===== config.mk =====
export PLATFORM = sky130hd
export DESIGN_NAME = fsm_split_tx
export DESIGN_NICKNAME = d
export VERILOG_FILES = /design/src/rtl/vec_uart_pkg.sv /design/src/rtl/fsm_split_tx.sv
export SDC_FILE = /design/constraint.sdc
export NUM_CORES = 1
export LEC_CHECK = 0
export BUFFER_PORTS_ARGS = -buffer_cell sky130_fd_sc_hd__buf_2
export CORE_MARGIN = 2
export CORE_UTILIZATION = 45
export DETAILED_ROUTE_END_ITERATION = 10
export PLACE_DENSITY = 0.64
export SYNTH_ARGS = -nofsm -noshare
export SYNTH_HDL_FRONTEND = slang
export SYNTH_SLANG_ARGS = --single-unit
export TNS_END_PERCENT = 10

===== constraint.sdc =====
create_clock -name clk -period 2.1 [get_ports clk]
set_input_delay 0.105 -clock clk [delete_from_list [all_inputs] [get_ports clk]]
set_output_delay 0.105 -clock clk [all_outputs]
set_load 0.005 [all_outputs]

===== src/rtl/vec_uart_pkg.sv =====
// Shared definitions for the vector coprocessor UART link: byte framing
// constants, read-back FSM states and word-to-byte split helpers.
package vec_uart_pkg;

  localparam int         WORD_W     = 10;
  localparam logic [7:0] END_MARKER = 8'hFF;

  typedef enum logic [2:0] {
    IDLE,
    RD_REQ,
    RD_WAIT,
    SEND_LO,
    SEND_HI,
    END_LO,
    END_HI,
    DONE
  } tx_state_t;

  function automatic logic [7:0] lo_byte(input logic [WORD_W-1:0] w);
    return w[7:0];
  endfunction

  // High byte carries only two payload bits, so it can never equal END_MARKER.
  function automatic logic [7:0] hi_byte(input logic [WORD_W-1:0] w);
    return {6'b0, w[9:8]};
  endfunction

endpackage


===== src/rtl/fsm_split_tx.sv =====
// Read-back path: fetches result words from BRAM, sends each as a low/high
// byte pair to the UART transmitter and closes the stream with 0xFF, 0xFF.
module fsm_split_tx
  import vec_uart_pkg::*;
#(
  parameter int ADDR_W     = 10,
  parameter int WORD_W     = vec_uart_pkg::WORD_W,
  parameter int RD_LATENCY = 1
) (
  input  logic              clk,
  input  logic              reset,
  input  logic              start,
  input  logic [ADDR_W:0]   num_words,
  output logic              bram_en,
  output logic [ADDR_W-1:0] bram_addr,
  input  logic [WORD_W-1:0] bram_rdata,
  output logic              tx_valid,
  output logic [7:0]        tx_data,
  input  logic              tx_ready,
  output logic              busy,
  output logic              done,
  output tx_state_t         state_dbg
);

  // Handshake: a byte moves on any cycle with tx_valid && tx_ready. Once
  // tx_valid rises, tx_valid and tx_data are held until that cycle, because
  // both are decoded purely from the state and the word register, neither of
  // which changes while a send state waits for tx_ready.

  localparam logic [1:0] LAT_LAST = 2'(RD_LATENCY - 1);

  tx_state_t         state_q, state_d;
  logic [ADDR_W:0]   idx_q, idx_d;
  logic [ADDR_W:0]   cnt_total_q, cnt_total_d;
  logic [WORD_W-1:0] word_q, word_d;
  logic [1:0]        lat_q, lat_d;
  logic [ADDR_W:0]   idx_inc;
  logic              lat_last;

  assign idx_inc  = idx_q + 1'b1;
  assign lat_last = (lat_q == LAT_LAST);

  always_ff @(posedge clk) begin
    if (reset) begin
      state_q     <= IDLE;
      idx_q       <= '0;
      cnt_total_q <= '0;
      word_q      <= '0;
      lat_q       <= '0;
    end else begin
      state_q     <= state_d;
      idx_q       <= idx_d;
      cnt_total_q <= cnt_total_d;
      word_q      <= word_d;
      lat_q       <= lat_d;
    end
  end

  always_comb begin
    state_d = state_q;
    case (state_q)
      IDLE:    if (start) state_d = (num_words == '0) ? END_LO : RD_REQ;
      RD_REQ:  state_d = RD_WAIT;
      RD_WAIT: if (lat_last) state_d = SEND_LO;
      SEND_LO: if (tx_ready) state_d = SEND_HI;
      SEND_HI: if (tx_ready) state_d = (idx_inc == cnt_total_q) ? END_LO : RD_REQ;
      END_LO:  if (tx_ready) state_d = END_HI;
      END_HI:  if (tx_ready) state_d = DONE;
      DONE:    state_d = IDLE;
      default: state_d = IDLE;
    endcase
  end

  // Word counter, latched total, read-latency counter and captured word.
  always_comb begin
    idx_d       = idx_q;
    cnt_total_d = cnt_total_q;
    word_d      = word_q;
    lat_d       = lat_q;
    case (state_q)
      IDLE: begin
        if (start) begin
          cnt_total_d = num_words;
          idx_d       = '0;
        end
      end
      RD_REQ:  lat_d = '0;
      RD_WAIT: begin
        if (lat_last) word_d = bram_rdata;
        else          lat_d  = lat_q + 2'd1;
      end
      SEND_HI: if (tx_ready) idx_d = idx_inc;
      default: ;
    endcase
  end

  always_comb begin
    bram_en  = 1'b0;
    tx_valid = 1'b0;
    tx_data  = '0;
    case (state_q)
      RD_REQ:  bram_en = 1'b1;
      SEND_LO: begin
        tx_valid = 1'b1;
        tx_data  = lo_byte(word_q);
      end
      SEND_HI: begin
        tx_valid = 1'b1;
        tx_data  = hi_byte(word_q);
      end
      END_LO, END_HI: begin
        tx_valid = 1'b1;
        tx_data  = END_MARKER;
      end
      default: ;
    endcase
  end

  assign bram_addr = idx_q[ADDR_W-1:0];
  assign busy      = (state_q != IDLE);
  assign done      = (state_q == DONE);
  assign state_dbg = state_q;

endmodule


==> results_dict.tcl, run 1 <==
set metrics [dict create \
    place_hpwl_mm 3.917 \
    cellPowerDensity_mw_per_mm2 981.9 \
    avgViaCountPerCell 5.318 \
    grt-ovfl-total 0 \
    synth_top_area_share_pct 33.11 \
    synth_compound_area_share_pct 20.64 \
    fin_tns_setup_ns 0 \
    synth_seq_cells 37 \
    seqPwrFrac_pct 37.0 \
    synth_area_leaders "dfxtp_1 (33%), a21oi_1 (10%), nand2_1 (8.7%)" \
    area_growth_pct 12.98 \
    die_x_um 74.51 \
    synth_simple_gate_area_share_pct 28.64 \
    die_h_um 74.51 \
    grt_antenna_before_repair 0 \
    cts_hold_buf 0 \
    drv_cap 0 \
    drv_slew 0 \
    synth_top_family_by_area "simple AND/OR/NAND/NOR gates" \
    yosys_warnings 0 \
    syn_area_mm2 0.002237 \
    drive_above_1_share_pct 23.10 \
    diodes 0 \
    critPathCaptureType "flop" \
    drc 0 \
    seq_area_um2 742.0 \
    synth-edff-count 0 \
    rows 25 \
    dr.pass1.iters 4 \
    cts_buffer_depth 2 \
    core-area_mm2 0.004755 \
    clkPwrFrac_pct 19.6 \
    hold_path.class "in -> reg" \
    num-nets-final 355 \
    status "finished, final reports clean" \
    synthFlopType "dfxtp_1" \
    gp_congestion 0.7744 \
    synthAdderAreaFrac_pct 1.119 \
    postSynthAreaPerCell_um2 7.635 \
    post_drt_wl_per_cell_um 13.55 \
    cp.arrival_ns 2.12 \
    clk_latency_ns 0.29 \
    yosys.cell_types.count 55 \
    crit_required_ns 2.32 \
    fillers 490 \
    synth-xor-area-share_pct 5.481 \
    num_vias 2106 \
    wl_mm 5.367 \
    period_share_pct 90.48 \
    fmax_ghz 0.5263 \
    numPortBuffers 49 \
    tightest_slew_ns 0.5486 \
    cts.sinks 37 \
    p_switching_uw 995.5 \
    finalPower_mw 2.482 \
    ys_seq_area_share_pct 33.11 \
    cp_max_fo 8 \
    cp-start-kind "flop" \
    cts_tree "done" \
    grt_pass1_vias 1891 \
    p_comb_share_pct 43.4 \
    yosysTopAreaCell "dfxtp_1" \
    synthMuxAreaShare_pct 1.342 \
    synth_cells 293 \
    drtIter0Drc 113 \
    finalSetupViolCount 0 \
    synth-async-reset-ratio_pct 0 \
    rsz0062_at_grt "no" \
    dieArea_mm2 0.005552 \
    switching_share_pct 40.11 \
    power.internal_mw 1.486 \
    htreeDepth 2 \
    syn_nets 320 \
    clkTransAtPathRegs_ns 0.08 \
    hold_viol 0 \
    grt_max_degree 37 \
    period_needed_ns 1.900 \
    multi_input_area_mm2 0.001280 \
    cts_buffers 5 \
    detail-route-antenna-nets 0 \
    worst_clock_skew_ns 0.008140 \
    ir_worst_vdd_mv 0.6411 \
    clockRootBuffer "clkbuf_8" \
    ioPinCount 50 \
    crit_type "reg -> reg" \
    grt_pass1_wl_mm 8.907 \
    initial_core_util_pct 47.05 \
    grtUsageTotal_pct 20.83 \
    p_leak_nw 1.014 \
    slew_headroom_pct 63.04 \
]
==> per-layer routing <==
metal	track usage (%)	routed length [um]
met5	0	0
met3	4.743	246
met2	35.30	2597
met4	5.159	15
met1	26.83	2508
==> power groups by stage <==
stage	registers (mW)	logic (mW)	clock network (mW)
floorplan	0.877	0.793	0
detailed placement	0.934	1.08	0
global route	0.939	1.21	0.544
finish	0.918	1.08	0.488
global placement	0.929	1.07	0
CTS	0.918	1.09	0.500
==> registers in the layout, summed over array words and instances, names as in the netlist <==
signal	count
lat_q	2
idx_q	11
word_q	10
state_dbg	3
cnt_total_q	11
==> metrics by stage <==
stage / cell area [um^2] / util (%) / setup WS (ns) / hold WS, ns / std cells
finish: 2527 / 53.16 / 0.1999 / 0.04612 / 396
global placement: 2444 / 51.39 / 0.2893 / 0.3461 / 388
global route: 2527 / 53.16 / 0.01995 / 0.05340 / 396
floorplan: 2237 / - / 0.2780 / 0.2410 / 293
CTS: 2526 / 53.13 / 0.1845 / 0.04571 / 396
detailed placement: 2444 / 51.39 / 0.2293 / 0.3511 / 388
==> layout make-up <==
class                   count  area share [%]
clock buffers               6           2.871
well taps                  67           3.317
multi-input cells         220           50.64
flip-flops and latches     37           29.36
clock inverters             2          0.3960
repair buffers             59           12.67
inverters                   5          0.7426
==> cell usage after synthesis, drive strengths merged, types with 2 or more instances <==
library cell  count
a21oi            46
ha                2
nand4b            2
inv               4
a311oi            2
and2              5
o21ai            21
nand3b            2
or3               8
nand3             5
and3              4
xor2              5
or4               3
dfxtp            37
nor3              5
a22oi             2
mux2i             3
nor3b             3
nor2             14
nor4b             3
and4              2
xnor2             9
nand4             4
buf              24
nand2            52
clkbuf            7
nor2b             3
==> path summary, 6_finish.rpt <==
path            startpoint            to  slack, ns  cells past startpoint
max reg2reg       idx_q[1]  state_dbg[2]       0.20                      6
max               idx_q[1]  state_dbg[2]       0.20                      6
min reg2reg      word_q[8]     word_q[8]       0.46                      2
min          bram_rdata[3]     word_q[3]       0.05                      3
==> worst max-delay path: stages (launching register included) <==
cell	delay (ns)
dfxtp_1	0.42
ha_1	0.33
and4_4	0.32
nand3_2	0.11
xnor2_1	0.14
or4_1	0.40
o22ai_1	0.11
==> layout by cell type (no fill, tap or decap), types with 2 or more instances in the layout <==
master and count:
a21oi_1 45, a22oi_1 2, a311oi_1 2, and2_1 4
and3_1 4, buf_2 49, buf_4 10, clkbuf_8 5
clkinv_2 2, dfxtp_1 36, ha_1 2, inv_1 4
mux2i_1 3, nand2_1 52, nand3_1 3, nand3_2 2
nand3b_1 2, nand4_1 4, nand4b_1 2, nor2_1 13
nor2b_1 3, nor3_1 4, nor3b_1 2, nor4b_1 2
o21ai_0 20, or3_1 8, or4_1 3, xnor2_1 9
xor2_1 5
==> repair_timing <==
item | in CTS | in global routing
setup buffers | 0 | 0
endpoints found under the setup margin | 0 | 1
gates resized for setup | 0 | 1
==> logic make-up after synthesis <==
family | Yosys count
adder cells (fa/ha/maj) | 2
buffers and inverters | 36
flip-flops | 37
XOR/XNOR | 14
multiplexers | 3
AND/OR/NAND/NOR | 119
AO/OA/AOI/OAI | 82
(Power assumes the default switching activity.)
==> run 2: changes to the inputs <==
Settings changed: CORE_MARGIN 2 to 5.
==> run 2 against run 1 <==
Effect of this change:
- clock skew is 0.0015 ns higher
- utilization increased by 0.18 points
- hold slack about the same
- sequential cell count is the same
- highest routed layer unchanged
==> results_dict.tcl, run 2 (synthesized netlist as in run 1, its figures left out) <==
set metrics [dict create \
    status "finished, final reports clean" \
    drv_cap 0 \
    grtUsageTotal_pct 18.07 \
    grt_max_degree 37 \
    num-nets-final 356 \
    ir_worst_vdd_mv 0.6910 \
    detail-route-antenna-nets 0 \
    regToRegStartpoint "idx_q[1]" \
    worst_clock_skew_ns 0.009615 \
    fillers 485 \
    ioPinCount 50 \
    crit_type "reg -> reg" \
    wl_mm 5.508 \
    cellPowerDensity_mw_per_mm2 1005 \
    rsz0062_at_grt "no" \
    num_vias 2098 \
    cts_tree "done" \
    htreeDepth 2 \
    crit_required_ns 2.33 \
    biggestRegsByFlops "cnt_total_q: 11 flops, idx_q: 11 flops, word_q: 10 flops" \
    critPathCaptureType "flop" \
    cts_buffer_depth 2 \
    slew_headroom_pct 58.08 \
    fin_cells 397 \
    hold_path.class "in -> reg" \
    period_share_pct 93.03 \
    initial_core_util_pct 46.75 \
    cp.arrival_ns 2.18 \
    finalSetupViolCount 0 \
    hp-start "bram_rdata[2]" \
    grt_antenna_before_repair 0 \
    rows 25 \
    fmax_ghz 0.5119 \
    area_growth_pct 14.09 \
    cp-startpoint "idx_q[1]" \
    place_inst 389 \
    cts.sinks 37 \
    grt_pass1_vias 1991 \
    drv_slew 0 \
    p_leak_nw 1.028 \
    cts_buffers 5 \
    dr.pass1.iters 5 \
    cp_max_fo 8 \
    drc 0 \
    drtIter0Drc 87 \
    hold_viol 0 \
    tightest_slew_ns 0.6262 \
    dieArea_mm2 0.006482 \
    gp_congestion 0.7862 \
    post_cts_buffers 0 \
    core-area_mm2 0.004786 \
    reg2regPathDepth 6 \
    clkTransAtPathRegs_ns 0.08 \
    grt-ovfl-total 0 \
    place_hpwl_mm 3.980 \
    layout_common_cells "nand2_1 (52), buf_2 (49), a21oi_1 (45), dfxtp_1 (37), o21ai_0 (20)" \
    die_h_um 80.51 \
    cts_resized 0 \
    period_needed_ns 1.954 \
    numPortBuffers 49 \
    final_common_cell "nand2_1" \
    clk_latency_ns 0.29 \
    fin_tns_setup_ns 0 \
    cp-start-kind "flop" \
    min_path_cells 3 \
    post_drt_wl_per_cell_um 13.87 \
    clockRootBuffer "clkbuf_8" \
    diodes 0 \
    grt_pass1_wl_mm 9.204 \
    cts_hold_buf 0 \
    die_x_um 80.51 \
    avgViaCountPerCell 5.285 \
    reg2reg_slack_ns 0.15 \
    drive_above_1_share_pct 23.33 \
]
## run 2: cell count changes in the layout (fill, tap and decap cells not counted)
cell / previous run / this run
buf_4: 10 / 11
clkbuf_1: 1 / 0
clkbuf_8: 5 / 7
clkinv_2: 2 / 1
dfxtp_1: 36 / 37
dfxtp_2: 1 / 0
## run 2: worst paths after layout
kind	endpoint
worst max-delay path	state_dbg[2]
worst min-delay path	word_q[2]
worst max register to register	state_dbg[2]
worst min register to register	word_q[8]
## run 2: layer usage
| layer | global-route usage, % | wire length (um) | vias to the layer above |
|---|---|---|---|
| met5 | 0 | 0 | - |
| met1 | 21.84 | 2514 | 966 |
| met2 | 31.62 | 2689 | 36 |
| li1 | - | - | 1089 |
| met3 | 5.045 | 241 | 7 |
| met4 | 4.054 | 64 | 0 |
## run 2: final cells by class
class / instances / area, um^2 / area share, %
Multi-Input combinational cell: 220 / 1280 / 50.15
Sequential cell: 37 / 740.7 / 29.02
Timing Repair Buffer: 60 / 327.8 / 12.84
Clock buffer: 7 / 96.34 / 3.775
Tap cell: 67 / 83.83 / 3.284
Inverter: 5 / 18.77 / 0.7353
Clock inverter: 1 / 5.005 / 0.1961
## run 2: per-stage QoR
| stage | instance area, um^2 | hold slack, ns | utilization (%) | total power, mW | worst slack [ns] |
|---|---|---|---|---|---|
| after floorplan | 2237 | 0.2410 | - | 1.670 | 0.2780 |
| after global placement | 2451 | 0.3460 | 51.22 | 2.024 | 0.3030 |
| after detailed placement | 2451 | 0.3496 | 51.22 | 2.033 | 0.2075 |
| after CTS | 2552 | 0.04032 | 53.33 | 2.593 | 0.1802 |
| after global routing | 2552 | 0.03734 | 53.33 | 2.770 | 0.04014 |
| final | 2552 | 0.04606 | 53.33 | 2.565 | 0.1465 |
## run 2: critical path: stages (launching register included)
cell	delay, ns
dfxtp_1	0.44
ha_1	0.35
and4_4	0.32
nand3_2	0.11
xnor2_1	0.14
or4_1	0.41
o22ai_1	0.11
## run 2: where the power goes
part | switching [mW] | internal (mW)
Combinational | 0.658 | 0.459
Clock | 0.257 | 0.297
Sequential | 0.0899 | 0.804
Total | 1.01 | 1.56
==> run 3: changes to the inputs <==
Settings changed: CORE_MARGIN 5 to 4.
==> run 3 against run 2 <==
Effect of this change:
- combinational power about the same
- sequential share of layout area rose by 0.16 points
- design area down 0.39%
- count of clock-buffer cells in the layout shrank 1
==> results_dict.tcl, run 3 (synthesized netlist as in run 1, its figures left out) <==
set metrics [dict create \
    p_leak_nw 1.024 \
    endpoint "state_dbg[2]" \
    cts_buffers 5 \
    place_hpwl_mm 4.074 \
    period_needed_ns 1.908 \
    num-nets-final 357 \
    htreeDepth 2 \
    clk_latency_ns 0.29 \
    cp_slowest_cell "dfxtp_1" \
    initial_core_util_pct 47.05 \
    rsz0062_at_grt "no" \
    finalSetupViolCount 0 \
    rows 25 \
    grt_pass1_vias 2022 \
    critPathCaptureType "flop" \
    tightest_slew_ns 0.5850 \
    wl_mm 5.657 \
    whs_ns 0.04449 \
    cp-startpoint "idx_q[1]" \
    r2r-end "state_dbg[2]" \
    clockRootBuffer "clkbuf_8" \
    grt-ovfl-total 0 \
    ir_worst_vdd_mv 0.7060 \
    cp_max_fo 8 \
    final_common_cell "nand2_1" \
    fmax_ghz 0.5242 \
    cts_buffer_depth 2 \
    drive_above_1_share_pct 23.56 \
    ioPinCount 50 \
    diodes 0 \
    reg2regPathDepth 6 \
    dpl_cell_area_mm2 0.002459 \
    grt_max_degree 37 \
    hold_path.class "in -> reg" \
    biggestRegsByFlops "cnt_total_q: 11 flops, idx_q: 11 flops, word_q: 10 flops" \
    cellPowerDensity_mw_per_mm2 990.5 \
    cts_hold_buf 0 \
    crit_type "reg -> reg" \
    worst_clock_skew_ns 0.003479 \
    cp-start-kind "flop" \
    timing.critical_path.depth 6 \
    post_drt_wl_per_cell_um 14.21 \
    die_h_um 78.51 \
    slew_headroom_pct 60.83 \
    cts.sinks 37 \
    clkTransAtPathRegs_ns 0.07 \
    worstPathCellList "ha_1, and4_4, nand3_2, xnor2_1, or4_1, o22ai_1" \
    drtIter0Drc 103 \
    drc 0 \
    grt_antenna_before_repair 0 \
    numPortBuffers 49 \
    period_share_pct 90.84 \
    dieArea_mm2 0.006164 \
    max_stage_delay_ns 0.42 \
    core-area_mm2 0.004755 \
    cts_tree "done" \
    avgViaCountPerCell 5.364 \
    cts_resized 0 \
    dr.pass1.iters 4 \
    crit_required_ns 2.32 \
    utilization_pct 53.47 \
    num_vias 2135 \
    detail-route-antenna-nets 0 \
    path_buf_inv 0 \
    post_cts_buffers 0 \
    grtUsageTotal_pct 19.44 \
    critPathTopFamily "simple AND/OR/NAND/NOR gates" \
    final_area_mm2 0.002542 \
    drv_slew 0 \
    status "finished, final reports clean" \
    hold_viol 0 \
    grt_pass1_wl_mm 9.591 \
    regToRegStartpoint "idx_q[1]" \
    reg2reg_slack_ns 0.19 \
    drv_cap 0 \
    fin_tns_setup_ns 0 \
    cp.arrival_ns 2.13 \
    layout_common_cells "nand2_1 (52), buf_2 (49), a21oi_1 (45), dfxtp_1 (36), o21ai_0 (20)" \
    gp_congestion 0.8341 \
    finalPower_mw 2.518 \
    area_growth_pct 13.65 \
    die_x_um 78.51 \
]
## run 3: cell count changes in the layout (fill, tap and decap cells not counted), sizes merged
cell and delta:
clkbuf -1, buf +1, clkinv +1
## run 3: stage by stage
stage / instances / setup WS [ns]
2_1_floorplan: 293 / 0.2780
4_1_cts: 398 / 0.1401
6_report: 398 / 0.1923
3_3_place_gp: 390 / 0.3008
3_5_place_dp: 390 / 0.2301
5_1_grt: 398 / 0.04621
## run 3: final cells by class
type                            instances  area, um^2
Clock buffer                            6       72.57
Inverter                                5       18.77
Timing Repair Buffer                   61       335.3
Fill cell                             509        2212
Clock inverter                          2       10.01
Multi-Input combinational cell        220        1280
Tap cell                               67       83.83
Sequential cell                        37       742.0
## run 3: worst min-delay path by stage
stage,startpoint,endpoint,slack (ns),cells after the start
5_1_grt,bram_rdata[0],word_q[0],0.05,3
2_1_floorplan,bram_rdata[8],word_q[8],0.24,2
3_5_place_dp,bram_rdata[9],word_q[9],0.35,3
3_3_place_gp,bram_rdata[7],word_q[7],0.35,3
6_report,bram_rdata[6],word_q[6],0.04,3
4_1_cts,bram_rdata[9],word_q[9],0.03,3
## run 3: tightest hold or removal path: cells and delay by family
kind	cells	cell delay [ns]
simple gates	1	0.04
buf+inv	1	0.09
compound gates	1	0.05
## run 3: per-layer routing
| layer | track usage (%) | wire (um) | up-vias |
|---|---|---|---|
| li1 | - | - | 1095 |
| met1 | 24.79 | 2629 | 984 |
| met2 | 32.00 | 2665 | 49 |
| met3 | 4.128 | 276 | 7 |
| met4 | 7.343 | 86 | 0 |
| met5 | 0 | 0 | - |
## run 3: where the power goes
part           internal [mW]  switching (mW)  total [mW]
Combinational          0.467           0.652        1.12
Clock                  0.230           0.255       0.485
Sequential             0.806           0.108       0.914
